File: config.mk
export PLATFORM = sky130hd
export DESIGN_NAME = ddr3_rd_capture_ctrl_flat
export DESIGN_NICKNAME = d
export VERILOG_FILES = /design/src/rtl/ddr3_rd_capture_ctrl_if.sv /design/src/rtl/ddr3_rd_capture_ctrl.sv /design/src/flat_wrapper.sv
export SDC_FILE = /design/constraint.sdc
export NUM_CORES = 1
export LEC_CHECK = 0
export ABC_AREA = 1
export CORE_MARGIN = 2
export CORE_UTILIZATION = 65
export CTS_CLUSTER_DIAMETER = 120
export CTS_CLUSTER_SIZE = 8
export DETAILED_ROUTE_END_ITERATION = 6
export DONT_BUFFER_PORTS = 1
export PLACE_DENSITY = 0.81
export SLEW_MARGIN = 5
export SYNTH_ARGS = -nofsm -noshare
export SYNTH_HDL_FRONTEND = slang
export SYNTH_SLANG_ARGS = --single-unit
export TNS_END_PERCENT = 100
File: constraint.sdc
create_clock -name clk -period 2.37 [get_ports clk]
set_input_delay 0.474 -clock clk [delete_from_list [all_inputs] [get_ports clk]]
set_output_delay 0.474 -clock clk [all_outputs]
set_load 0.01 [all_outputs]
File: src/rtl/ddr3_rd_capture_ctrl_if.sv
// Signal bundle between the DDR3 read-capture controller, the PHY command side
// and the 8-deep capture ring buffer.
interface ddr3_rd_capture_ctrl_if #(
  parameter int DATA_W = 16
);
  logic              rd_issue;
  logic [4:0]        rd_latency;
  logic [DATA_W-1:0] rb_dout;
  logic              listen;
  logic [2:0]        readPtr;
  logic [DATA_W-1:0] rd_data;
  logic              rd_valid;
  logic              rd_last;
  logic              rd_err;
  logic              busy;

  modport slave (
    input  rd_issue, rd_latency, rb_dout,
    output listen, readPtr, rd_data, rd_valid, rd_last, rd_err, busy
  );

  modport master (
    output rd_issue, rd_latency, rb_dout,
    input  listen, readPtr, rd_data, rd_valid, rd_last, rd_err, busy
  );
endinterface

File: src/rtl/ddr3_rd_capture_ctrl.sv
// Times the capture-window listen pulse for each BL8 read and drains the
// eight captured beats from the ring buffer as a valid-qualified stream.
module ddr3_rd_capture_ctrl #(
  parameter int DATA_W  = 16,
  parameter int NSLOT   = 4,
  parameter int SYNC    = 2,
  parameter int MIN_GAP = 12
) (
  input  logic                   clk,
  input  logic                   reset,
  ddr3_rd_capture_ctrl_if.slave  bus
);

  localparam int SLOT_W = (NSLOT > 1) ? $clog2(NSLOT) : 1;
  localparam int GAP_W  = $clog2(MIN_GAP + 1);
  localparam logic [5:0] LISTEN_AT = 6'(SYNC + 6);

  typedef enum logic {S_IDLE, S_DRAIN} state_t;

  state_t            r_state, w_stateNext;
  logic [NSLOT-1:0]  r_slotValid;
  logic [5:0]        r_timer [NSLOT];
  logic [GAP_W-1:0]  r_gap;
  logic              r_pending, w_pendingNext;
  logic [2:0]        r_readPtr, w_ptrNext;
  logic [DATA_W-1:0] r_rdData;
  logic              r_rdValid, r_rdLast, r_rdErr, r_listen;

  logic [SLOT_W-1:0] w_allocIdx;
  logic              w_anyFree, w_accept, w_gapOk, w_drainReq, w_listenNext;
  logic              w_capture, w_last;
  logic [NSLOT-1:0]  w_fire;
  logic [4:0]        w_rl;
  logic [5:0]        w_load;

  // Timer counts down from RL+SYNC+3 so it reaches 0 exactly on the drain-request cycle.
  assign w_rl     = (bus.rd_latency < 5'd4) ? 5'd4 : bus.rd_latency;
  assign w_load   = 6'(w_rl) + 6'(SYNC + 3);
  assign w_gapOk  = (r_gap >= GAP_W'(MIN_GAP));
  assign w_accept = bus.rd_issue && w_anyFree && w_gapOk;

  always_comb begin
    w_allocIdx   = '0;
    w_anyFree    = 1'b0;
    w_fire       = '0;
    w_listenNext = 1'b0;
    for (int i = NSLOT - 1; i >= 0; i--) begin
      if (!r_slotValid[i]) begin
        w_allocIdx = SLOT_W'(i);
        w_anyFree  = 1'b1;
      end
      w_fire[i] = r_slotValid[i] && (r_timer[i] == 6'd0);
      if (r_slotValid[i] && (r_timer[i] == LISTEN_AT)) w_listenNext = 1'b1;
    end
  end

  assign w_drainReq = |w_fire;

  always_ff @(posedge clk) begin
    for (int i = 0; i < NSLOT; i++) begin
      if (reset || w_fire[i]) begin
        r_slotValid[i] <= 1'b0;
        r_timer[i]     <= 6'd0;
      end else if (w_accept && (w_allocIdx == SLOT_W'(i))) begin
        r_slotValid[i] <= 1'b1;
        r_timer[i]     <= w_load;
      end else if (r_slotValid[i]) begin
        r_timer[i]     <= r_timer[i] - 6'd1;
      end
    end
  end

  // Gap counter only restarts on an accepted issue and saturates at MIN_GAP.
  always_ff @(posedge clk) begin
    if (reset) begin
      r_gap    <= GAP_W'(MIN_GAP);
      r_rdErr  <= 1'b0;
      r_listen <= 1'b0;
    end else begin
      if (w_accept)                         r_gap <= GAP_W'(1);
      else if (r_gap < GAP_W'(MIN_GAP))     r_gap <= r_gap + GAP_W'(1);
      r_rdErr  <= bus.rd_issue && !w_accept;
      r_listen <= w_listenNext;
    end
  end

  always_comb begin
    w_stateNext   = r_state;
    w_ptrNext     = 3'd0;
    w_capture     = 1'b0;
    w_last        = 1'b0;
    w_pendingNext = r_pending;
    case (r_state)
      S_IDLE: begin
        if (w_drainReq || r_pending) begin
          w_stateNext   = S_DRAIN;
          w_ptrNext     = 3'd1;
          w_capture     = 1'b1;
          w_pendingNext = r_pending && w_drainReq;
        end
      end
      S_DRAIN: begin
        w_capture = 1'b1;
        if (w_drainReq) w_pendingNext = 1'b1;
        if (r_readPtr == 3'd7) begin
          w_last      = 1'b1;
          w_stateNext = S_IDLE;
        end else begin
          w_ptrNext   = r_readPtr + 3'd1;
        end
      end
      default: w_stateNext = S_IDLE;
    endcase
  end

  // rd_data captures rb_dout for the pointer presented during the same cycle.
  always_ff @(posedge clk) begin
    if (reset) begin
      r_state   <= S_IDLE;
      r_readPtr <= 3'd0;
      r_pending <= 1'b0;
      r_rdData  <= '0;
      r_rdValid <= 1'b0;
      r_rdLast  <= 1'b0;
    end else begin
      r_state   <= w_stateNext;
      r_readPtr <= w_ptrNext;
      r_pending <= w_pendingNext;
      r_rdValid <= w_capture;
      r_rdLast  <= w_last;
      if (w_capture) r_rdData <= bus.rb_dout;
    end
  end

  assign bus.listen   = r_listen;
  assign bus.readPtr  = r_readPtr;
  assign bus.rd_data  = r_rdData;
  assign bus.rd_valid = r_rdValid;
  assign bus.rd_last  = r_rdLast;
  assign bus.rd_err   = r_rdErr;
  assign bus.busy     = (|r_slotValid) || (r_state != S_IDLE) || r_rdValid || r_pending;

endmodule

File: src/flat_wrapper.sv
// flat-port wrapper written by rule: the top's interface ports become plain ports
module ddr3_rd_capture_ctrl_flat 
#(
  parameter int DATA_W  = 16,
  parameter int NSLOT   = 4,
  parameter int SYNC    = 2,
  parameter int MIN_GAP = 12
)
  (clk, reset, bus_rd_issue, bus_rd_latency, bus_rb_dout, bus_listen, bus_readPtr, bus_rd_data, bus_rd_valid, bus_rd_last, bus_rd_err, bus_busy);
  ddr3_rd_capture_ctrl_if #(.DATA_W(DATA_W)) bus_i ();
  input  logic clk;
  input  logic reset;
  input wire logic [$bits(bus_i.rd_issue)-1:0] bus_rd_issue;
  input wire logic [$bits(bus_i.rd_latency)-1:0] bus_rd_latency;
  input wire logic [$bits(bus_i.rb_dout)-1:0] bus_rb_dout;
  output wire logic [$bits(bus_i.listen)-1:0] bus_listen;
  output wire logic [$bits(bus_i.readPtr)-1:0] bus_readPtr;
  output wire logic [$bits(bus_i.rd_data)-1:0] bus_rd_data;
  output wire logic [$bits(bus_i.rd_valid)-1:0] bus_rd_valid;
  output wire logic [$bits(bus_i.rd_last)-1:0] bus_rd_last;
  output wire logic [$bits(bus_i.rd_err)-1:0] bus_rd_err;
  output wire logic [$bits(bus_i.busy)-1:0] bus_busy;
  assign bus_i.rd_issue = bus_rd_issue;
  assign bus_i.rd_latency = bus_rd_latency;
  assign bus_i.rb_dout = bus_rb_dout;
  assign bus_listen = bus_i.listen;
  assign bus_readPtr = bus_i.readPtr;
  assign bus_rd_data = bus_i.rd_data;
  assign bus_rd_valid = bus_i.rd_valid;
  assign bus_rd_last = bus_i.rd_last;
  assign bus_rd_err = bus_i.rd_err;
  assign bus_busy = bus_i.busy;
  ddr3_rd_capture_ctrl #(.DATA_W(DATA_W), .NSLOT(NSLOT), .SYNC(SYNC), .MIN_GAP(MIN_GAP)) u_core (.clk(clk), .reset(reset), .bus(bus_i));
endmodule
# Word-level counts from Yosys, hierarchy flattened
# Memories as Yosys holds them, arrays and structs flattened.
# Cells that the tools add are included.
[totals] regBits=33 mem_bits_rw=24 input_bits=24 out_inout_bits=24 word_cells=150 mem_count=1
[op_classes] n_addsub=7 n_lt_le_gt_ge=3 n_eq_ne=10 muxes=70 n_bitwise=9 n_reduce_logical=36
[memory_table] name="u_core.r_timer" words=4 word_bits=6 rd=4 rd_ports_with_merged_regs=0 write_ports=4 line_no="ddr3_rd_capture_ctrl.sv:22" text="logic [5:0] r_timer [NSLOT];"
[ops] cell="$mux 1" n=50
[ops] cell="$mux 6" n=8
[ops] cell="$eq 6x4->1 const B" n=4
[ops] cell="$logic_not 6->1" n=4
[ops] cell="$sub 6x1->6 const B" n=4
[ops] cell="$logic_and 1x1->1" n=16
[ops] cell="$logic_or 1x1->1" n=8
[ops] cell="$mux 2" n=4
[ops] cell="$mux 4" n=2
[ops] cell="$or 1x1->1" n=8
[ops] cell="$reduce_or 4->1" n=2
[ops] cell="$add 5x3->6 const B" n=1
[ops] cell="$pmux 1 s2" n=3
[ops] cell="$pmux 3 s2" n=1
[ops] cell="$lt 5x3->1 const B" n=1
[ops] cell="$mux 5" n=1
[ops] cell="$add 4x1->4 const B" n=1
[ops] cell="$eq 2x2->1 const B" n=2
[ops] cell="$ge 4x4->1 const B" n=1
[ops] cell="$lt 4x4->1 const B" n=1
[ops] cell="$reduce_or 2->1" n=2
[ops] cell="$add 3x1->3 const B" n=1
[ops] cell="$eq 3x3->1 const B" n=1
[ops] cell="$mux 3" n=1
[ops] cell="8 further kinds" n=8

# Longest topological paths before layout
# Gate-level depths: netlist (run 1).
[depth] ltp_word=12 ltp_mapped=12 depth_no_buf=12

# Worst setup path before layout (run 1)
# OpenSTA, ideal clock, no wires.
[synth_path] kind="in2reg" startpoint="in bus_rd_latency[4]" endpoint="mem u_core.r_timer[1][4] (data pin)" setup_ns=0.265 arrival_time_ns=1.501 required_ns=2.105 slack_ns=0.603 stages=6 n_path_buf=0 path_cell_list="nor2_1 a21oi_1 ha_1 o21ai_0 xor2_1 o21ai_0"
[synth_lines] item="from (decl)" line_no="flat_wrapper.sv:14" text="input wire logic [$bits(bus_i.rd_latency)-1:0] bus_rd_latency;"
[synth_lines] item="to (decl)" line_no="ddr3_rd_capture_ctrl.sv:22"

# Final worst setup path (run 1)
[layout_path] startpoint="reg u_core.r_state" endpoint="out bus_busy"
[layout_between] elab_chain_cells=3
[layout_lines] item="from (decl)" line_no="ddr3_rd_capture_ctrl.sv:20" text="state_t r_state, w_stateNext;"
[layout_lines] item="from (signal assigned)" line_no="ddr3_rd_capture_ctrl.sv:126" text="r_state <= w_stateNext;"
[layout_lines] item="$logic_or 1x1->1 (3 in a row)" line_no="ddr3_rd_capture_ctrl.sv:141" text="assign bus.busy = (|r_slotValid) || (r_state != S_IDLE) || r_rdValid || r_pending;"
[layout_lines] item="to (decl)" line_no="flat_wrapper.sv:22" text="output wire logic [$bits(bus_i.busy)-1:0] bus_busy;"
# Every way passes these cells.

==> metrics.md, run 1 <==
| Metric | Value |
|---|---|
| Run status | finished, final reports clean |
| Reg area | 0.00138 mm2 |
| Final non-filler cell total | 502 |
| N_diodes | 0 |
| Net count after synthesis | 460 |
| Area of the die | around 0.0055 mm2 |
| DR DRC count | 0 |
| Worst skew pair latency | 0.35 ns |
| Num ports | between 40 and 50 |
| Post-CTS Hold Buffers | 0 |
| Fmax | 530 MHz |
| Hold Startpoint | reset |
| Ratio of cells with drive above 1 in the final layout | 0.0989 |
| Placed cells | 486 |
| Slew Limit Headroom | 0.552 |
| Multi-input gate area | 0.00140 mm2 |
| Synth top area share | 0.225 |
| Syn Area/Cell | 7.56 um2 |
| Worst Skew | 0.00813 ns |
| Worst hold path type | input pin to register |
| Hold Fails Final Rpt | 0 |
| Worst R2R End | u_core.bus.rd_data[6] |
| Register area share after synthesis | 0.431 |
| Largest cells by area after synthesis | edfxtp_1, dfxtp_1, inv_1, nand2_1, nor2_1 |
| Pin count of the biggest net entering global routing | 19 |
| Total iterations of the first detailed-routing run | 5 |
| Cell taking the most area after synthesis | edfxtp_1 |
| Synth warn | 0 |
| Post-Syn Area | 0.00321 mm2 |
| Vias | 2662 |
| Req. time, crit path | 1.90 ns |
| DIE WIDTH | 74.2 um |
| Post-synth EDFFs | 24 |
| Crit path max fanout | 14 |
| CP Data Arrival Time | roughly 1.4 ns |
| Seq cells post-synth | 57 |
| PwrDens | 748 mW/mm2 |
| Setup crit end kind | output port |
| Rows | 25 |
| Initial DRC count | 180 |
| Post-CTS setup buffer count | 0 |
| DRT Wirelength | 7.05 mm |
| CP bufs+invs | 1 |
| First-pass GRT wire length | 11.2 mm |
| Slew @ Worst Pin | around 0.67 ns |
| Detail Route Antenna Nets | 0 |
| Area of the core | 0.00475 mm2 |
| PortBufs | 0 |
| Commonest cells in the synthesized netlist | inv_1, nand2_1, nor2_1 |
| GRT Util Overall | 0.272 |
| CTS Buf Count | 9 |
| Vias in the first global route | about 2.5k |
| Setup TNS | 0 ns |
| TritonCTS clock tree | yes |
| Synth cell types | 31 |
| Clock buffer depth | 2 |
| CP max-delay cell | inv_1 |
| CTS Sinks | between 50 and 60 |
| Area delta synth->final | 8.86% |
| Syn Inst Count | 424 |
| Setup-failing EPs final | 0 |
| DP HPWL | between 4 and 5 mm |
| Register-to-Register Setup Slack | around 0.50 ns |
| End-of-flow core utilization | 0.734 |
| Number of fill cells | 379 |
| Period minus WS final | 1.89 ns |
| Slowest stage delay, CP | 0.44 ns |
| RSZ-0062 raised after global routing | false |
| Top FF cell, synth | dfxtp_1 |
| Die span in y | 74.2 um |
| Final period util | 0.797 |
| Crit start category | register |
| Worst VDD drop | around 0.00057 V |
| Slew Viols, Final | 0 |
| Top delay family on crit path | buffers and inverters |
| Initial antenna violation count | 0 |
| Routability cong. | 0.794 |
| Setup CP Type | register to output port |
| Reg2reg path depth | 11 |
| Top-count cell post-synth | inv_1 |
| Post-synth ARST share | 0 |
| Initial core utilization | 0.674 |
| Final net count | 466 |
| CP cell instances | inv_1 -> nand4_1 |
| H-tree depth | 3 |
| Reg-to-reg critical path startpoint | u_core.r_timer[1][0] |
| Tot Pwr | ~2.6 mW |
| Clock edge transition at the registers on the reported setup and hold paths | 0.07 ns |
| LEAKAGE | 1.80 nW |
| Total of max-cap violations | 0 |
| Vias per cell | roughly 5.3 |
| CTS root buf | clkbuf_8 |
| Gr ovfl total | 0 |
| Post-DR wirelength/cell | 14.0 um |
| Cts repair resizes | 0 |
| WHS Path Cells | 1 |
| WHS Endpoint | u_core.r_state |
through the flow:
stage	setup WS [ns]	hold slack (ns)	cell area (um2)
3_5_place_dp	0.418	0.485	3270
4_1_cts	0.511	0.190	3490
5_1_grt	0.315	0.184	3490
3_3_place_gp	0.517	0.480	3270
2_1_floorplan	0.603	0.467	3210
6_report	0.482	0.184	3490
flip-flops by register name, summed over array words and instances, names as in the netlist:
register / flops
u_core.bus.readPtr: 3
u_core.bus.rd_last: 1
u_core.bus.rd_data: 16
u_core.r_state: 1
u_core.r_pending: 1
u_core.r_timer: 24
u_core.bus.rd_err: 1
u_core.bus.rd_valid: 1
u_core.bus.listen: 1
u_core.r_gap: 4
u_core.r_slotValid: 4
cell usage in the layout (no fill, tap or decap), drive strengths merged:
master / instances
nand3: 18
nor4: 1
ha: 12
o211ai: 1
nand2: 83
buf: 3
dfxtp: 33
nor3: 6
xnor2: 5
mux2i: 1
a41oi: 1
clkbuf: 13
or2: 1
xor2: 11
clkinv: 4
nor2: 53
inv: 101
edfxtp: 24
o22ai: 5
a21oi: 11
nand4: 23
o21ai: 25
report_power, final:
group | switching (mW) | internal [mW]
Sequential | 0.0911 | 1.12
Combinational | 0.277 | 0.156
Clock | 0.402 | 0.561
Total | 0.771 | 1.84
area by class of cell:
cell class,instances,area share
clock inverter,3,0.00466
inverter,102,0.110
timing repair buffer,3,0.00645
clock buffer,13,0.0577
sequential,57,0.396
tap,67,0.0240
multi-input combinational,257,0.402
worst reg2reg max path: stages (launching register included):
cell,delay (ns)
edfxtp_1,0.36
inv_1,0.09
ha_1,0.21
inv_1,0.06
nor2_1,0.05
nand3_2,0.10
nand2_4,0.08
nor2_8,0.29
nand3_4,0.29
nand2_1,0.14
inv_1,0.04
nor2_1,0.09
kinds of logic after synthesis:
kind of cell	Yosys count	share of synthesized area
simple gates	185	0.272
compound gates	43	0.0722
xor+xnor	16	0.0437
fa+ha+maj	12	0.0468
mux	1	0.00312
buf+inv	110	0.132
flops	57	0.431
worst max path at each step:
| stage | startpoint | endpoint | slack [ns] | cells after the start |
|---|---|---|---|---|
| global placement | bus_rd_latency[4] | u_core.r_timer[1][4] | 0.52 | 6 |
| floorplan | bus_rd_latency[4] | u_core.r_timer[1][4] | 0.60 | 6 |
| CTS | u_core.r_timer[1][0] | u_core.bus.rd_data[6] | 0.51 | 11 |
| finish | u_core.r_state | bus_busy | 0.48 | 2 |
| global route | u_core.r_timer[1][0] | u_core.r_timer[1][2] | 0.31 | 11 |
| detailed placement | bus_rd_latency[4] | u_core.r_timer[0][4] | 0.42 | 6 |
metal layers:
layer	vias to the layer above	wire [um]	track usage
met3	11	612	0.0827
met2	109	3400	0.455
li1	1348	-	-
met5	-	0	0
met1	1194	2900	0.333
met4	0	133	0.105
(Power assumes the default switching activity.)
==> run 2: changes to the inputs <==
- CORE_UTILIZATION: 65 -> 63
- PLACE_DENSITY: 0.81 -> 0.79
- clock period: 2.37 -> 2 ns (I/O delays scaled with it)
==> run 2 against run 1 <==
Cell count increased by 1.0%. Sequential power increased by 19%. Worst hold slack got worse by 0.067 ns. Total power increased by 22%. Largest cell class unchanged. Flip-flop and latch count unchanged.
==> metrics.md, run 2 (synthesis gave the netlist of run 1 again) <==
| Metric | Value |
|---|---|
| Worst Skew | 0.00937 ns (+0.00125 ns) |
| Initial core utilization | 0.666 (-0.00876) |
| CP most frequent cell | inv_1 |
| Area of the die | 0.00568 mm2 (+3.0%) |
| Post-CTS Hold Buffers | 0 (unchanged) |
| Setup TNS | 0 ns (unchanged) |
| Vias | 2687 (+0.94%) |
| Area delta synth->final | 10.7% |
| Worst skew pair latency | 0.35 ns (about the same) |
| CP Data Arrival Time | 1.92 ns (+0.51 ns) |
| TritonCTS clock tree | yes |
| Detail Route Antenna Nets | 0 (unchanged) |
| Commonest non-fill, non-tap cell in the layout | inv_1 |
| DR DRC count | 0 (unchanged) |
| Slew Limit Headroom | 0.750 (+0.198) |
| Total iterations of the first detailed-routing run | 5 (unchanged) |
| N_diodes | 0 (unchanged) |
| Routability cong. | 0.879 (+11%) |
| Hold Slack | 0.118 ns (-0.0666 ns) |
| Run status | finished, final reports clean |
| CTS Sinks | 57 (unchanged) |
| Clock buffer depth | 2 (unchanged) |
| RSZ-0062 raised after global routing | false |
| Slew @ Worst Pin | 0.371 ns (-0.297 ns) |
| Final net count | 471 (+1.1%) |
| Hold Fails Final Rpt | 0 (unchanged) |
| Final non-filler cell total | 507 (+1.0%) |
| DRT Wirelength | 6.82 mm (-3.3%) |
| CTS Buf Count | 9 (unchanged) |
| Die span in y | 75.3 um (+1.5%) |
| Hold Startpoint | reset |
| Slew Viols, Final | 0 (unchanged) |
| Cell Area, Placed | 0.00331 mm2 (+1.1%) |
| First-pass GRT wire length | 11.2 mm (-0.37%) |
| Post-CTS setup buffer count | 0 (unchanged) |
| Area of the core | 0.00482 mm2 (+1.3%) |
| Fmax | 545 MHz |
| CP max-delay cell | edfxtp_1 |
| Setup-failing EPs final | 0 (unchanged) |
| Cts repair resizes | 0 (unchanged) |
| Gr ovfl total | 0 (unchanged) |
| Crit path launch | u_core.r_timer[0][0] |
| Total of max-cap violations | 0 (unchanged) |
| Num ports | 48 (unchanged) |
| Req. time, crit path | 2.09 ns (+0.19 ns) |
| H-tree depth | 3 (unchanged) |
| CTS root buf | clkbuf_8 |
| PwrDens | 897 mW/mm2 (+20%) |
| CP cell instances | inv_1 -> ha_1 -> inv_1 -> nor2_1 -> nand3_2 -> nand2_1 -> inv_1 -> nand2_1 -> inv_1 -> o21ai_0 -> o21ai_0 |
| Initial DRC count | 160 (-11%) |
| Slowest stage delay, CP | 0.38 ns (-0.06 ns) |
| Design Area, Final | 0.00355 mm2 (+1.6%) |
| Ratio of cells with drive above 1 in the final layout | 0.107 (+0.00797) |
| Most frequent cells in the layout | inv_1, nand2_1, nor2_1 |
| Vias in the first global route | 2529 (+2.5%) |
| Period minus WS final | 1.83 ns |
| Post-DR wirelength/cell | 13.4 um (-4.2%) |
| Worst VDD drop | 0.000667 V (+16%) |
| Final period util | 0.917 |
| Initial antenna violation count | 0 (unchanged) |
| Crit start category | register |
| Worst hold path type | input pin to register |
| DP HPWL | 4.99 mm (+1.9%) |
| DIE WIDTH | 75.3 um (+1.5%) |
| Pin count of the biggest net entering global routing | 19 (unchanged) |
| Clock edge transition at the registers on the reported setup and hold paths | 0.06 ns (about the same) |
| Number of fill cells | 390 (+2.9%) |
| LEAKAGE | 1.83 nW (+1.6%) |
| Max FFs per register | 24 (unchanged) |
| Setup crit end kind | register |
| GRT Util Overall | 0.265 (-0.00710) |
| Largest Register | u_core.r_timer |
| Crit path max fanout | 4 (-10) |
| Rows | 25 (unchanged) |
| Vias per cell | 5.30 (about the same) |
| End-of-flow core utilization | 0.737 (+0.00241) |
| Placed cells | 491 (+1.0%) |
| PortBufs | 0 (unchanged) |
| Reg-to-reg critical path startpoint | u_core.r_timer[0][0] |
| Setup CP Type | register to register |
-- run 2: changes by cell type in the layout (fill, tap and decap cells not counted) --
| cell | change |
|---|---|
| buf_4 | +5 |
| inv_4 | -1 |
| clkbuf_1 | +1 |
| clkbuf_8 | -2 |
| clkbuf_16 | +2 |
-- run 2: metrics by stage --
step / setup slack, ns / total power [mW]
2_1_floorplan: 0.307 / 1.86
3_3_place_gp: 0.224 / 1.95
3_5_place_dp: 0.147 / 1.97
4_1_cts: 0.186 / 3.20
5_1_grt: 0.00102 / 3.33
6_report: 0.165 / 3.18
-- run 2: worst max-delay path, delay by kind of cell (launching register included) --
family                   cells  cell delay, ns
AO/OA/AOI/OAI                2            0.19
adder cells (fa/ha/maj)      1            0.17
buffers and inverters        4            0.33
flip-flops                   1            0.38
AND/OR/NAND/NOR              4            0.51
-- run 2: layer usage --
layer  up-vias  wire, um  track usage
met3        10       615        0.104
met4         0        90       0.0897
li1       1353         -            -
met1      1219      2880        0.340
met5         -         0            0
met2       105      3240        0.414
-- run 2: area by class of cell --
type                       instances  area [um2]  area share
multi-input combinational        257        1400       0.395
sequential                        57        1380       0.389
inverter                         102         383       0.108
clock buffer                      14         228      0.0642
tap                               67        83.8      0.0236
timing repair buffer               8        60.1      0.0169
clock inverter                     2        10.0     0.00282
-- run 2: where the power goes --
part / switching (mW) / internal (mW) / total, mW / leakage (nW)
combinational: 0.323 / 0.194 / 0.516 / 1.19
clock: 0.481 / 0.748 / 1.23 / 0.123
sequential: 0.108 / 1.33 / 1.44 / 0.521
total: 0.911 / 2.27 / 3.18 / 1.83
-- run 2: path summary, 6_finish.rpt --
check / slack, ns / endpoint / cells after the start
setup reg to reg: 0.17 / u_core.r_timer[0][2] / 11
hold reg to reg: 0.49 / u_core.bus.readPtr[0] / 2
setup / recovery: 0.17 / u_core.r_timer[0][2] / 11
hold / removal: 0.12 / u_core.bus.readPtr[0] / 1
